===== config.mk =====
export PLATFORM = sky130hd
export DESIGN_NAME = if_id_stage
export DESIGN_NICKNAME = d
export VERILOG_FILES = /design/src/rtl/if_id_stage_pkg.sv /design/src/rtl/if_id_stage_imm_field_dec.sv /design/src/rtl/if_id_stage.sv
export SDC_FILE = /design/constraint.sdc
export NUM_CORES = 1
export LEC_CHECK = 0
export CORE_MARGIN = 2
export CORE_UTILIZATION = 36
export DETAILED_ROUTE_END_ITERATION = 7
export PLACE_DENSITY = 0.95
export SETUP_SLACK_MARGIN = 0.5
export SYNTH_ARGS = -nofsm -noshare
export SYNTH_HDL_FRONTEND = slang
export SYNTH_SLANG_ARGS = --single-unit

===== constraint.sdc =====
create_clock -name clk -period 2.9 [get_ports clk]
set_input_delay 0.87 -clock clk [delete_from_list [all_inputs] [get_ports clk]]
set_output_delay 0.87 -clock clk [all_outputs]
set_load 0.02 [all_outputs]

===== src/rtl/if_id_stage_pkg.sv =====
// Shared control header for the RV32I core: immediate-extender selects,
// base opcodes and the canonical bubble instruction.
package if_id_stage_pkg;

  localparam logic [5:0] EXT_CTRL_ITYPE_SHAMT = 6'b000001;
  localparam logic [5:0] EXT_CTRL_ITYPE       = 6'b000010;
  localparam logic [5:0] EXT_CTRL_STYPE       = 6'b000100;
  localparam logic [5:0] EXT_CTRL_BTYPE       = 6'b001000;
  localparam logic [5:0] EXT_CTRL_UTYPE       = 6'b010000;
  localparam logic [5:0] EXT_CTRL_JTYPE       = 6'b100000;

  localparam logic [6:0] OP_IMM = 7'b0010011;
  localparam logic [6:0] LOAD   = 7'b0000011;
  localparam logic [6:0] JALR   = 7'b1100111;
  localparam logic [6:0] STORE  = 7'b0100011;
  localparam logic [6:0] BRANCH = 7'b1100011;
  localparam logic [6:0] LUI    = 7'b0110111;
  localparam logic [6:0] AUIPC  = 7'b0010111;
  localparam logic [6:0] JAL    = 7'b1101111;
  localparam logic [6:0] OP     = 7'b0110011;
  localparam logic [6:0] SYSTEM = 7'b1110011;

  // addi x0,x0,0
  localparam logic [31:0] NOP_INST = 32'h00000013;

  // slli/srli/srai carry a 5-bit shift amount instead of a 12-bit immediate
  function automatic logic is_shift_funct3(input logic [2:0] funct3);
    return (funct3 == 3'b001) || (funct3 == 3'b101);
  endfunction

endpackage


===== src/rtl/if_id_stage_imm_field_dec.sv =====
// Combinational slicing of the registered instruction into immediate fields,
// plus the extender select and an illegal-opcode flag.
module imm_field_dec
  import if_id_stage_pkg::*;
(
  input  logic [31:0] inst,
  input  logic        valid,
  output logic [4:0]  iimm_shamt,
  output logic [11:0] iimm,
  output logic [11:0] simm,
  output logic [11:0] bimm,
  output logic [19:0] uimm,
  output logic [19:0] jimm,
  output logic [5:0]  ext_op,
  output logic        illegal
);

  logic [6:0] opcode;
  logic [2:0] funct3;

  assign opcode     = inst[6:0];
  assign funct3     = inst[14:12];
  assign iimm_shamt = inst[24:20];
  assign iimm       = inst[31:20];
  assign simm       = {inst[31:25], inst[11:7]};
  assign bimm       = {inst[31], inst[7], inst[30:25], inst[11:8]};
  assign uimm       = inst[31:12];
  assign jimm       = {inst[31], inst[19:12], inst[20], inst[30:21]};

  // Bubbles never select an extender mode or raise illegal
  always_comb begin
    ext_op  = '0;
    illegal = 1'b0;
    if (valid) begin
      case (opcode)
        OP_IMM:      ext_op = is_shift_funct3(funct3) ? EXT_CTRL_ITYPE_SHAMT : EXT_CTRL_ITYPE;
        LOAD, JALR:  ext_op = EXT_CTRL_ITYPE;
        STORE:       ext_op = EXT_CTRL_STYPE;
        BRANCH:      ext_op = EXT_CTRL_BTYPE;
        LUI, AUIPC:  ext_op = EXT_CTRL_UTYPE;
        JAL:         ext_op = EXT_CTRL_JTYPE;
        OP, SYSTEM:  ext_op = '0;
        default:     illegal = 1'b1;
      endcase
    end
  end

endmodule


===== src/rtl/if_id_stage.sv =====
// IF/ID pipeline register with stall (hold) and flush (bubble) control;
// field extraction lives in imm_field_dec.
module if_id_stage #(
  parameter logic [31:0] NOP_INST = if_id_stage_pkg::NOP_INST,
  parameter logic [31:0] PC_RESET = 32'h00000000
) (
  input  logic        clk,
  input  logic        rst,
  input  logic        stall,
  input  logic        flush,
  input  logic [31:0] inst_in,
  input  logic [31:0] pc_in,
  input  logic        valid_in,
  output logic [31:0] inst_out,
  output logic [31:0] pc_out,
  output logic        valid_out,
  output logic [4:0]  rs1,
  output logic [4:0]  rs2,
  output logic [4:0]  rd,
  output logic [4:0]  iimm_shamt,
  output logic [11:0] iimm,
  output logic [11:0] simm,
  output logic [11:0] bimm,
  output logic [19:0] uimm,
  output logic [19:0] jimm,
  output logic [5:0]  EXTOp,
  output logic        illegal
);

  logic [31:0] inst_q, inst_d;
  logic [31:0] pc_q, pc_d;
  logic        valid_q, valid_d;

  // Flush beats stall; an invalid fetch is latched as a NOP
  always_comb begin
    inst_d  = inst_q;
    pc_d    = pc_q;
    valid_d = valid_q;
    if (flush) begin
      inst_d  = NOP_INST;
      pc_d    = PC_RESET;
      valid_d = 1'b0;
    end else if (!stall) begin
      inst_d  = valid_in ? inst_in : NOP_INST;
      pc_d    = pc_in;
      valid_d = valid_in;
    end
  end

  always_ff @(posedge clk) begin
    if (rst) begin
      inst_q  <= NOP_INST;
      pc_q    <= PC_RESET;
      valid_q <= 1'b0;
    end else begin
      inst_q  <= inst_d;
      pc_q    <= pc_d;
      valid_q <= valid_d;
    end
  end

  assign inst_out  = inst_q;
  assign pc_out    = pc_q;
  assign valid_out = valid_q;
  assign rs1       = inst_q[19:15];
  assign rs2       = inst_q[24:20];
  assign rd        = inst_q[11:7];

  imm_field_dec u_imm_field_dec (
    .inst       (inst_q),
    .valid      (valid_q),
    .iimm_shamt (iimm_shamt),
    .iimm       (iimm),
    .simm       (simm),
    .bimm       (bimm),
    .uimm       (uimm),
    .jimm       (jimm),
    .ext_op     (EXTOp),
    .illegal    (illegal)
  );

endmodule

# After elaboration in Yosys (flattened, before gate mapping)
# Index checks and enable logic that the tools add are counted.
[totals]
out_inout_bits = 168
regBits = 65
wordCells = 26
inputBits = 69
[classes]
reduce_logical = 5
n_mux = 6
eq_ne = 12
[op_table]
columns = ["op", "n"]
rows = [
  ["one-hot mux 6 bit (6 select lines)", 1],
  ["2-to-1 mux 32 bit", 1],
  ["equality test 7 bit (second input constant)", 4],
  ["equality test 7 x 6 -> 1 bit (second input constant)", 3],
  ["equality test 7 x 5 -> 1 bit (second input constant)", 2],
  ["OR reduction 10 bit", 1],
  ["equality test 7 x 2 -> 1 bit (second input constant)", 1],
  ["2-to-1 mux 6 bit", 1],
  ["OR reduction 2 bit", 3],
  ["equality test 3 x 1 -> 1 bit (second input constant)", 1],
  ["equality test 3 bit (second input constant)", 1],
  ["2-to-1 mux 1 bit", 2],
  ["2-to-1 mux 2 bit", 1],
  ["logical OR 1 bit", 1],
]

# Longest topological paths before layout
# Gate-level depths: netlist of the first run.
[logic_depth]
word_depth = 5
ltp_mapped = 5
mapped_depth_nobuf = 3

# Modules after synthesis
# Synthesis of the first run repeated with hierarchy kept, for this count alone.
[unflattened]
hier_cells = 368
area_unflattened_um2 = 3394.5
[by_module_without_submodules]
columns = ["mod", "n_inst", "cells_each", "seq_area_each_um2", "area_each_um2"]
rows = [
  ["if_id_stage", 1, 265, 1301.2, 2658.8],
  ["imm_field_dec", 1, 103, 0.0, 735.7],
]

# Worst setup path before layout of the first run
# No wires, ideal clock.
[synth_path]
path_type = "register to output"
start = "register inst_q[2], in the netlist inst_out[2]"
end = "output port EXTOp[5]"
n_path_buf = 0
t_required_ns = 2.030
setup_slack_ns = 0.806
arrival_time_ns = 1.224
path_stages_with_launch = 3
cell_sequence = "dfxtp_1 nand4b_1 nor3_1"
[synth_between]
elab_chain_len = 4
elab_cells_between_ends = 12
cone_classes = "eq/ne: 8; mux: 2; reduce/logical: 2"
[synth_lines]
columns = ["element", "line", "source"]
rows = [
  ["from (decl)", "if_id_stage.sv:30", "logic [31:0] inst_q, inst_d;"],
  ["from (signal assigned)", "if_id_stage.sv:56", "inst_q <= inst_d;"],
  ["equality test 7 x 6 -> 1 bit (tied with other cells)", "if_id_stage_imm_field_dec.sv:35", "case (opcode)"],
  ["OR reduction 2 bit", "n/a", ""],
  ["one-hot mux 6 bit (6 select lines) (*)", "if_id_stage_imm_field_dec.sv:35", ""],
  ["2-to-1 mux 6 bit (*)", "if_id_stage_imm_field_dec.sv:34", "if (valid) begin"],
  ["to (decl)", "if_id_stage.sv:26", "output logic [5:0] EXTOp,"],
]
# Mark *: on every way between the ends. The rest lies on a longest branch, timed or not.

# Final worst setup path of the first run
[layout_path]
start = "register inst_q[4], in the netlist inst_out[4]"
end = "output port illegal"
[layout_between]
elab_chain_len = 4
elab_cells_between_ends = 13
cone_classes = "eq/ne: 10; mux: 2; reduce/logical: 1"
[layout_lines]
columns = ["element", "line", "source"]
rows = [
  ["equality test 7 x 5 -> 1 bit (tied with other cells)", "if_id_stage_imm_field_dec.sv:35", ""],
  ["OR reduction 10 bit (no line) (*)", "n/a", ""],
  ["2-to-1 mux 1 bit (*)", "if_id_stage_imm_field_dec.sv:35", ""],
  ["2-to-1 mux 1 bit (*)", "if_id_stage_imm_field_dec.sv:34", ""],
  ["to (decl)", "if_id_stage.sv:27", "output logic illegal"],
]
# Marks and branches as above.

==> results of run 1 <==
[final timing paths]
check             depth (start not counted)                      from  slack, ps                  endpoint
hold / removal                            2    valid_out$_SDFFE_PP0N_        500    valid_out$_SDFFE_PP0N_
setup / recovery                          4  inst_out[4]$_SDFFE_PP1N_        540                   illegal
hold reg to reg                           2    valid_out$_SDFFE_PP0N_        500    valid_out$_SDFFE_PP0N_
setup reg to reg                          4  inst_out[3]$_SDFFE_PP0N_       1960  inst_out[3]$_SDFFE_PP0N_
[cells by family (layout without fill, tap and decap cells)]
family,after synthesis,in the layout,share of synthesized area
AO/OA/AOI/OAI,37,37,0.08519
buffers and inverters,115,261,0.2698
flip-flops,65,65,0.4219
multiplexers,32,32,0.1039
AND/OR/NAND/NOR,86,86,0.1193
[repair_timing]
item / CTS / global route
gates resized for setup: 33 / 16
setup endpoints to repair: 13 / 12
setup buffers: 0 / 2
pin swaps: 1 / 4
[through the flow]
| step | setup WS [ps] | instances | utilization | power, uW |
|---|---|---|---|---|
| after global routing | 411.5 | 586 | 0.6095 | 2179 |
| final | 541.5 | 586 | 0.6095 | 2087 |
| after floorplan | 806.3 | 335 | - | 1147 |
| after detailed placement | 410.4 | 568 | 0.5814 | 1325 |
| after global placement | 474.0 | 568 | 0.5814 | 1316 |
| after CTS | 477.3 | 584 | 0.6062 | 2114 |
[placed cells by master (no fill, tap or decap), drive strengths merged, types with 2 or more instances in the layout]
master	n
dlymetal6s2s	2
a22oi	29
and3	2
a21oi	3
mux2i	32
clkinvlp	3
buf	13
nor3	3
nor2	64
clkdlybuf4s15	2
nor2b	2
clkdlybuf4s50	225
nand4b	2
clkbuf	10
o22ai	4
nand2	7
inv	3
dfxtp	65
[area by class of cell]
class | instances | area (um2)
Clock buffer | 10 | 137.6
Clock inverter | 6 | 66.31
Sequential cell | 65 | 1315
Timing Repair Buffer | 243 | 2415
Tap cell | 105 | 131.4
Multi-Input combinational cell | 155 | 960.9
Fill cell | 687 | 3224
Inverter | 2 | 7.507
[per-layer routing]
layer | GRT usage | wire, um | vias up
met1 | 0.1832 | 3205 | 1259
met2 | 0.3634 | 5223 | 138
met3 | 0.09077 | 1010 | 12
li1 | - | - | 1300
met4 | 0.06573 | 171 | 0
met5 | 0 | 0 | -
[flip-flops by register name (all words and copies together) (netlist names)]
signal,count
inst_out,32
pc_out,32
valid_out,1
[critical path: stages (launching register included)]
cell	delay, ps
dfxtp_2	350
nand4b_1	270
o21ai_1	200
a21oi_1	70
clkdlybuf4s15_2	260
[Yosys cell counts]
cell type,number
or2_1,1
nor4b_1,1
nor3_1,3
buf_6,1
nand4b_1,2
inv_1,2
buf_2,11
nor2_1,64
nand3_1,1
and4b_1,1
nand2b_1,1
o22ai_1,4
o21ai_0,1
buf_4,101
nand3b_1,1
and3_1,2
a22oi_1,29
nor2b_1,2
dfxtp_1,65
nand2_1,7
mux2i_1,32
a21oi_1,3
[power by group through the flow]
stage / logic (uW) / registers [uW] / clock network, uW
4_1_cts: 368 / 938 / 807
6_report: 364 / 937 / 786
2_1_floorplan: 163 / 984 / 0
5_1_grt: 388 / 941 / 850
3_5_place_dp: 367 / 959 / 0
3_3_place_gp: 360 / 956 / 0
==> flow_summary.toml, run 1 <==
[run_status]
status = "finished clean"

[place]
dpl_cell_area_um2 = 4801
io_buffers = 236
dp_hpwl_um = 7308
gp_congestion = 0.7581

[clocking]
h-tree-depth = 3
clock_tree.root_cell = "clkbuf_8"
cts_inserted_buffers = 9
clk_pin_slew_ps = 70
clkLatencyLatePin_ps = 330
cts_sinks = 65
cts_tree = "built"
cts_buffer_depth = 2
ctsHoldBuffers = 0

[critical_path]
crit_arrival_ps = 1490
cp_max_fo = 7
cp.required_ps = 2030
crit_path_end_kind = "output pin"
crit_path_start_kind = "flip-flop"
crit_type = "flip-flop to output pin"

[pwr]
peakVddDrop_v = 0.0003129
clkPwrFrac = 0.376
p_leak_uw = 0.001953
power_density_nw_per_um2 = 414.7
p_seq_frac = 0.449
switching_share = 0.2627
power.switching_uw = 548.2
pwr-share-comb = 0.175
intPower_uw = 1539

[detailed_routing]
drt_wl_total_um = 9610
dr.first_iter.drc_count = 71
drt_first_pass_iters = 4
dr_total_vias = 2709
routedWlPerCell_um = 16.40
vias_per_cell = 4.623
ant_nets = 0
drc = 0

[timing]
hold_viol = 0
hold_ws_ps = 504.2
fin_crit_ps = 2358
setup_viol = 0
rsz0062_at_grt = "yes"
skew_ps = 0
fin_tns_setup_ps = 0
slew_headroom = 0.6425
tightest_slew_ps = 536.2
clock.fmax_ghz = 0.4240
finalMaxSlewViolations = 0
min_period_over_period = 0.8133

[yosys]
synth.area.top_cells = "dfxtp_1, buf_4, mux2i_1, nor2_1, a22oi_1"
ys_seq_area_frac = 0.4219
synth_largest_area_cell = "dfxtp_1"
syn_nets = 404
avgSynthCellArea_um2 = 9.207
ys_ff_latch = 65
synth_top_area_frac = 0.4219
synth_area_um2 = 3084
syn_inst = 335
synth_cell_types = 22
yosysWarnings = 0

[die]
start_util = 0.3735
core_um2 = 8258
die-area_um2 = 9324
die_h_um = 96.56
io-pin-count = 237
fp-row-count = 33
fp.dieW_um = 96.56

[finish]
n_antenna_cell = 0
final_layout_size_suffix_gt1_frac = 0.09148
syn_to_final_growth_pct = 63.20
nNetsFinal = 545
stdcell_area_um2 = 5034

[grt]
grt_pass1_wl_um = 13510
antenna_found_initial = 0
grt_max_degree = 43
overflow = 0
track_usage = 0.1932
grt_pass1_vias = 2588

[flow_run]
maxCapViolations = 0

[min_path]
hold_class = "flip-flop to flip-flop"
Note: power is estimated with default switching activity, not from simulation.
==> run 2, diff against run 1 <==
--- a/config.mk
+++ b/config.mk
@@ -6,9 +6,9 @@
 export NUM_CORES = 1
 export LEC_CHECK = 0
 export CORE_MARGIN = 2
-export CORE_UTILIZATION = 36
+export CORE_UTILIZATION = 31
 export DETAILED_ROUTE_END_ITERATION = 7
-export PLACE_DENSITY = 0.95
+export PLACE_DENSITY = 0.89
 export SETUP_SLACK_MARGIN = 0.5
 export SYNTH_ARGS = -nofsm -noshare
 export SYNTH_HDL_FRONTEND = slang
==> constraint.sdc (replaced) <==
create_clock -name clk -period 2.1 [get_ports clk]
set_input_delay 0.63 -clock clk [delete_from_list [all_inputs] [get_ports clk]]
set_output_delay 0.63 -clock clk [all_outputs]
set_load 0.02 [all_outputs]
==> flow_summary.toml, run 2 (synthesized netlist as in run 1, its figures left out) <==
[run_status]
status = "finished clean"

[timing]
rsz0062_at_grt = "yes"
tightest_slew_ps = 553.2
fin_crit_ps = 2065
slew_headroom = 0.6312
min_period_over_period = 0.9834
hold_viol = 0
skew_ps = 0
hold_ws_ps = 497.1
finalMaxSlewViolations = 0
setup_viol = 0
clock.fmax_ghz = 0.4842
setup_slack_ps = 34.86

[die]
fp-row-count = 36
die-area_um2 = 10760
die_h_um = 103.7
start_util = 0.3170
io-pin-count = 237
core_um2 = 9729
fp.dieW_um = 103.7

[finish]
nNetsFinal = 557
syn_to_final_growth_pct = 50.02
final_cell_mix = "buf_2, clkdlybuf4s50_1, nor2_1"
n_antenna_cell = 0
layout_commonest_cell = "buf_2"
final_layout_size_suffix_gt1_frac = 0.5030
post-route-util = 0.4756
fin_cells = 626

[critical_path]
crit_chain = "nand4b_1 > nor2_2 > and4b_2 > buf_6"
r2r_slack_ps = 1260
crit_arrival_ps = 1440
crit_path_end_kind = "output pin"
r2r_start = "inst_out[0]$_SDFFE_PP1N_"
cp_max_fo = 3
slowest_stage = "dfxtp_2"
worstSetupStartpoint = "inst_out[3]$_SDFFE_PP0N_"
r2r_end = "inst_out[0]$_SDFFE_PP1N_"
crit_path_start_kind = "flip-flop"
cp.required_ps = 1470
crit_type = "flip-flop to output pin"
reg2regPathDepth = 3
crit_path_max_incr_delay_ps = 320

[place]
place_inst = 606
dpl_worst_slack_ps = -100.3
dp_hpwl_um = 7429
gp_congestion = 0.8316
io_buffers = 236

[detailed_routing]
routedWlPerCell_um = 15.98
met1Wirelength_um = 3521
dr_total_vias = 2786
drt_wl_total_um = 10000
dr.first_iter.drc_count = 107
ant_nets = 0
dr_wl_met2_um = 5361
vias_per_cell = 4.450
highest_layer = "met4"
drc = 0
drt_first_pass_iters = 4
met3_length_um = 962

[min_path]
hold_class = "flip-flop to flip-flop"
holdCritStartpoint = "pc_out[4]$_SDFFE_PP0N_"
whs_path_depth = 2
min_to = "pc_out[4]$_SDFFE_PP0N_"

[clocking]
clk_pin_slew_ps = 70
ctsHoldBuffers = 0
cts_buffer_depth = 2
cts_inserted_buffers = 9
clock_tree.root_cell = "clkbuf_8"
h-tree-depth = 3
cts_sinks = 65
cts_tree = "built"
clkLatencyLatePin_ps = 330

[grt]
track_usage = 0.1802
antenna_found_initial = 0
overflow = 0
grt_max_degree = 49
grt_pass1_wl_um = 15500
grt_pass1_vias = 2896

[flow_run]
maxCapViolations = 0

[pwr]
peakVddDrop_v = 0.0005036
power_density_nw_per_um2 = 666.5
p_leak_uw = 0.002359
## run 2: layer usage
layer / track usage / up-vias
li1: - / 1325
met1: 0.1694 / 1300
met2: 0.3458 / 151
met3: 0.08307 / 10
met4: 0.05502 / 0
met5: 0 / -
## run 2: worst max path at each step
stage / slack, ps / endpoint / cells past startpoint
finish: 30 / EXTOp[2] / 4
global route: -40 / EXTOp[2] / 4
global placement: -30 / EXTOp[2] / 4
floorplan: 420 / EXTOp[2] / 3
CTS: 50 / EXTOp[2] / 4
detailed placement: -100 / EXTOp[2] / 4
## run 2: critical path: cells and delay by family, from the launching register on
| family | cells | cell delay [ps] |
|---|---|---|
| buffers and inverters | 1 | 120 |
| DFF | 1 | 320 |
| and+or+nand+nor | 3 | 670 |
## run 2: final cells by class
type                    count  area [um2]
well taps                 133       166.4
multi-input cells         155        1017
flip-flops and latches     65        1355
fillers                   972        5102
repair buffers            255        1828
inverters                   2       7.507
clock buffers              10       137.6
clock inverters             6       115.1
## run 2: power by group
group / switching, uW / leakage [uW] / total [uW] / internal, uW
Combinational: 233 / 0.00169 / 465 / 231
Sequential: 26.2 / 0.000542 / 1290 / 1260
Clock: 508 / 0.000123 / 1330 / 825
Total: 768 / 0.00236 / 3080 / 2320
## run 2: timing repair
| item | CTS | global route |
|---|---|---|
| setup buffers | 3 | 1 |
| gates resized for setup | 701 | 46 |
| pin swaps | 1 | 3 |
| endpoints found under the setup margin | 168 | 73 |
## run 2: through the flow
stage,cell area [um2],setup TNS [ps],total power (uW)
after global placement,4943,-41.22,1825
after CTS,4707,0,3140
after global routing,4627,-55.96,3208
after detailed placement,4943,-237.0,1838
final,4627,0,3084
after floorplan,3122,0,1586
==> run 3, diff against run 2 <==
--- a/config.mk
+++ b/config.mk
@@ -5,10 +5,11 @@
 export SDC_FILE = /design/constraint.sdc
 export NUM_CORES = 1
 export LEC_CHECK = 0
-export CORE_MARGIN = 2
-export CORE_UTILIZATION = 31
+export CORE_AREA = 2 2 93 95
 export DETAILED_ROUTE_END_ITERATION = 7
-export PLACE_DENSITY = 0.89
+export DIE_AREA = 0 0 95 97
+export DONT_BUFFER_PORTS = 1
+export PLACE_DENSITY = 0.63
 export SETUP_SLACK_MARGIN = 0.5
 export SYNTH_ARGS = -nofsm -noshare
 export SYNTH_HDL_FRONTEND = slang
==> constraint.sdc (replaced) <==
create_clock -name clk -period 2 [get_ports clk]
set_input_delay 0.6 -clock clk [delete_from_list [all_inputs] [get_ports clk]]
set_output_delay 0.6 -clock clk [all_outputs]
set_load 0.02 [all_outputs]
==> flow_summary.toml, run 3 (synthesized netlist as in run 1, its figures left out) <==
[finish]
layout_commonest_cell = "nor2_1"
final_cell_mix = "nor2_1, mux2i_1, dfxtp_1"
post-route-util = 0.4053
stdcell_area_um2 = 3297
nFillCells = 760
final_layout_size_suffix_gt1_frac = 0.3419
multi_input_area_um2 = 996.0
nNetsFinal = 336
syn_to_final_growth_pct = 6.896
n_antenna_cell = 0
seq_area_um2 = 1378

[timing]
setup_slack_ps = -35.97
hold_ws_ps = 368.6
hold_viol = 0
min_period_over_period = 1.018
tightest_slew_ps = 623.9
setup_viol = 2
fin_crit_ps = 2036
finalMaxSlewViolations = 0
clock.fmax_ghz = 0.4912
skew_ps = 0
rsz0062_at_grt = "yes"
slew_headroom = 0.5841

[die]
die_h_um = 97
fp-row-count = 33
die-area_um2 = 9215
fp.dieW_um = 95
io-pin-count = 237
start_util = 0.3792
core_um2 = 8134

[critical_path]
r2r_slack_ps = 920
cp.required_ps = 1400
r2r_start = "inst_out[12]$_SDFFE_PP0N_"
crit_path_start_kind = "flip-flop"
r2r_end = "inst_out[12]$_SDFFE_PP0N_"
crit_arrival_ps = 1440
reg2regPathDepth = 5
crit_path_end_kind = "output pin"
crit_type = "flip-flop to output pin"
cp_max_fo = 4

[detailed_routing]
drt_first_pass_iters = 4
ant_nets = 0
vias_per_cell = 5.050
routedWlPerCell_um = 18.82
drt_wl_total_um = 7095
dr_total_vias = 1904
dr.first_iter.drc_count = 44
drc = 0

[pwr]
p_leak_uw = 0.001292
total_power_uw = 2795
power_density_nw_per_um2 = 847.7
peakVddDrop_v = 0.0004910

[clocking]
clock_tree.root_cell = "clkbuf_8"
cts_sinks = 65
h-tree-depth = 3
ctsHoldBuffers = 0
clkLatencyLatePin_ps = 340
clk_pin_slew_ps = 80
cts_inserted_buffers = 9
cts_buffer_depth = 2
cts_tree = "built"

[grt]
track_usage = 0.1545
grt_pass1_vias = 1955
overflow = 0
antenna_found_initial = 0
grt_pass1_wl_um = 10420
grt_max_degree = 66

[run_status]
violations = "negative setup slack"
status = "finished with violations"

[place]
dpl_cell_area_um2 = 2699
dp_hpwl_um = 4998
dpl_worst_slack_ps = 160.4
io_buffers = 0
gp_congestion = 0.7236

[min_path]
hold_class = "input pin to flip-flop"
whs_path_depth = 2
min_to = "inst_out[1]$_SDFFE_PP1N_"
holdCritStartpoint = "rst"

[flow_run]
maxCapViolations = 0
## run 3: critical path, stage by stage (launching register included)
cell and delay (ps):
dfxtp_4 400, nand4b_1 120, buf_6 150, nor2_4 110, and4b_2 310
## run 3: metal layers
layer	GRT usage	wire length, um
met3	0.08801	885
met2	0.2679	3683
met4	0.06355	114
met5	0	0
met1	0.1473	2411
## run 3: repair_timing
action                     4_1_cts  5_1_grt
pin swaps                        2        1
setup endpoints to repair      126      118
resized for setup               97       12
setup buffers                    2        2
## run 3: where the power goes
part,internal [uW],switching (uW),leakage (uW)
logic,101,142,0.000643
clock network,599,574,0.000103
registers,1310,65.0,0.000546
total,2010,780,0.00129
## run 3: final cells by class
| cell class | count | share of cell area |
|---|---|---|
| Sequential cell | 65 | 0.4178 |
| Timing Repair Buffer | 34 | 0.1750 |
| Clock inverter | 7 | 0.02543 |
| Inverter | 2 | 0.002277 |
| Tap cell | 105 | 0.03985 |
| Multi-Input combinational cell | 155 | 0.3021 |
| Clock buffer | 9 | 0.03757 |
## run 3: worst max-delay path by stage
stage / from / endpoint / slack (ps) / depth (start not counted)
3_5_place_dp: inst_out[0]$_SDFFE_PP1N_ / EXTOp[2] / 160 / 3
4_1_cts: inst_out[0]$_SDFFE_PP1N_ / EXTOp[2] / -70 / 4
6_report: inst_out[0]$_SDFFE_PP1N_ / EXTOp[2] / -40 / 4
2_1_floorplan: inst_out[3]$_SDFFE_PP0N_ / EXTOp[2] / 350 / 3
5_1_grt: inst_out[0]$_SDFFE_PP1N_ / EXTOp[2] / -110 / 4
3_3_place_gp: inst_out[0]$_SDFFE_PP1N_ / EXTOp[2] / 200 / 3
## run 3: per-stage QoR
| step | TNS [ps] | std cells |
|---|---|---|
| final | -52.22 | 377 |
| after global routing | -590.3 | 377 |
| after CTS | -293.3 | 375 |
| after detailed placement | 0 | 357 |
| after global placement | 0 | 357 |
| after floorplan | 0 | 335 |
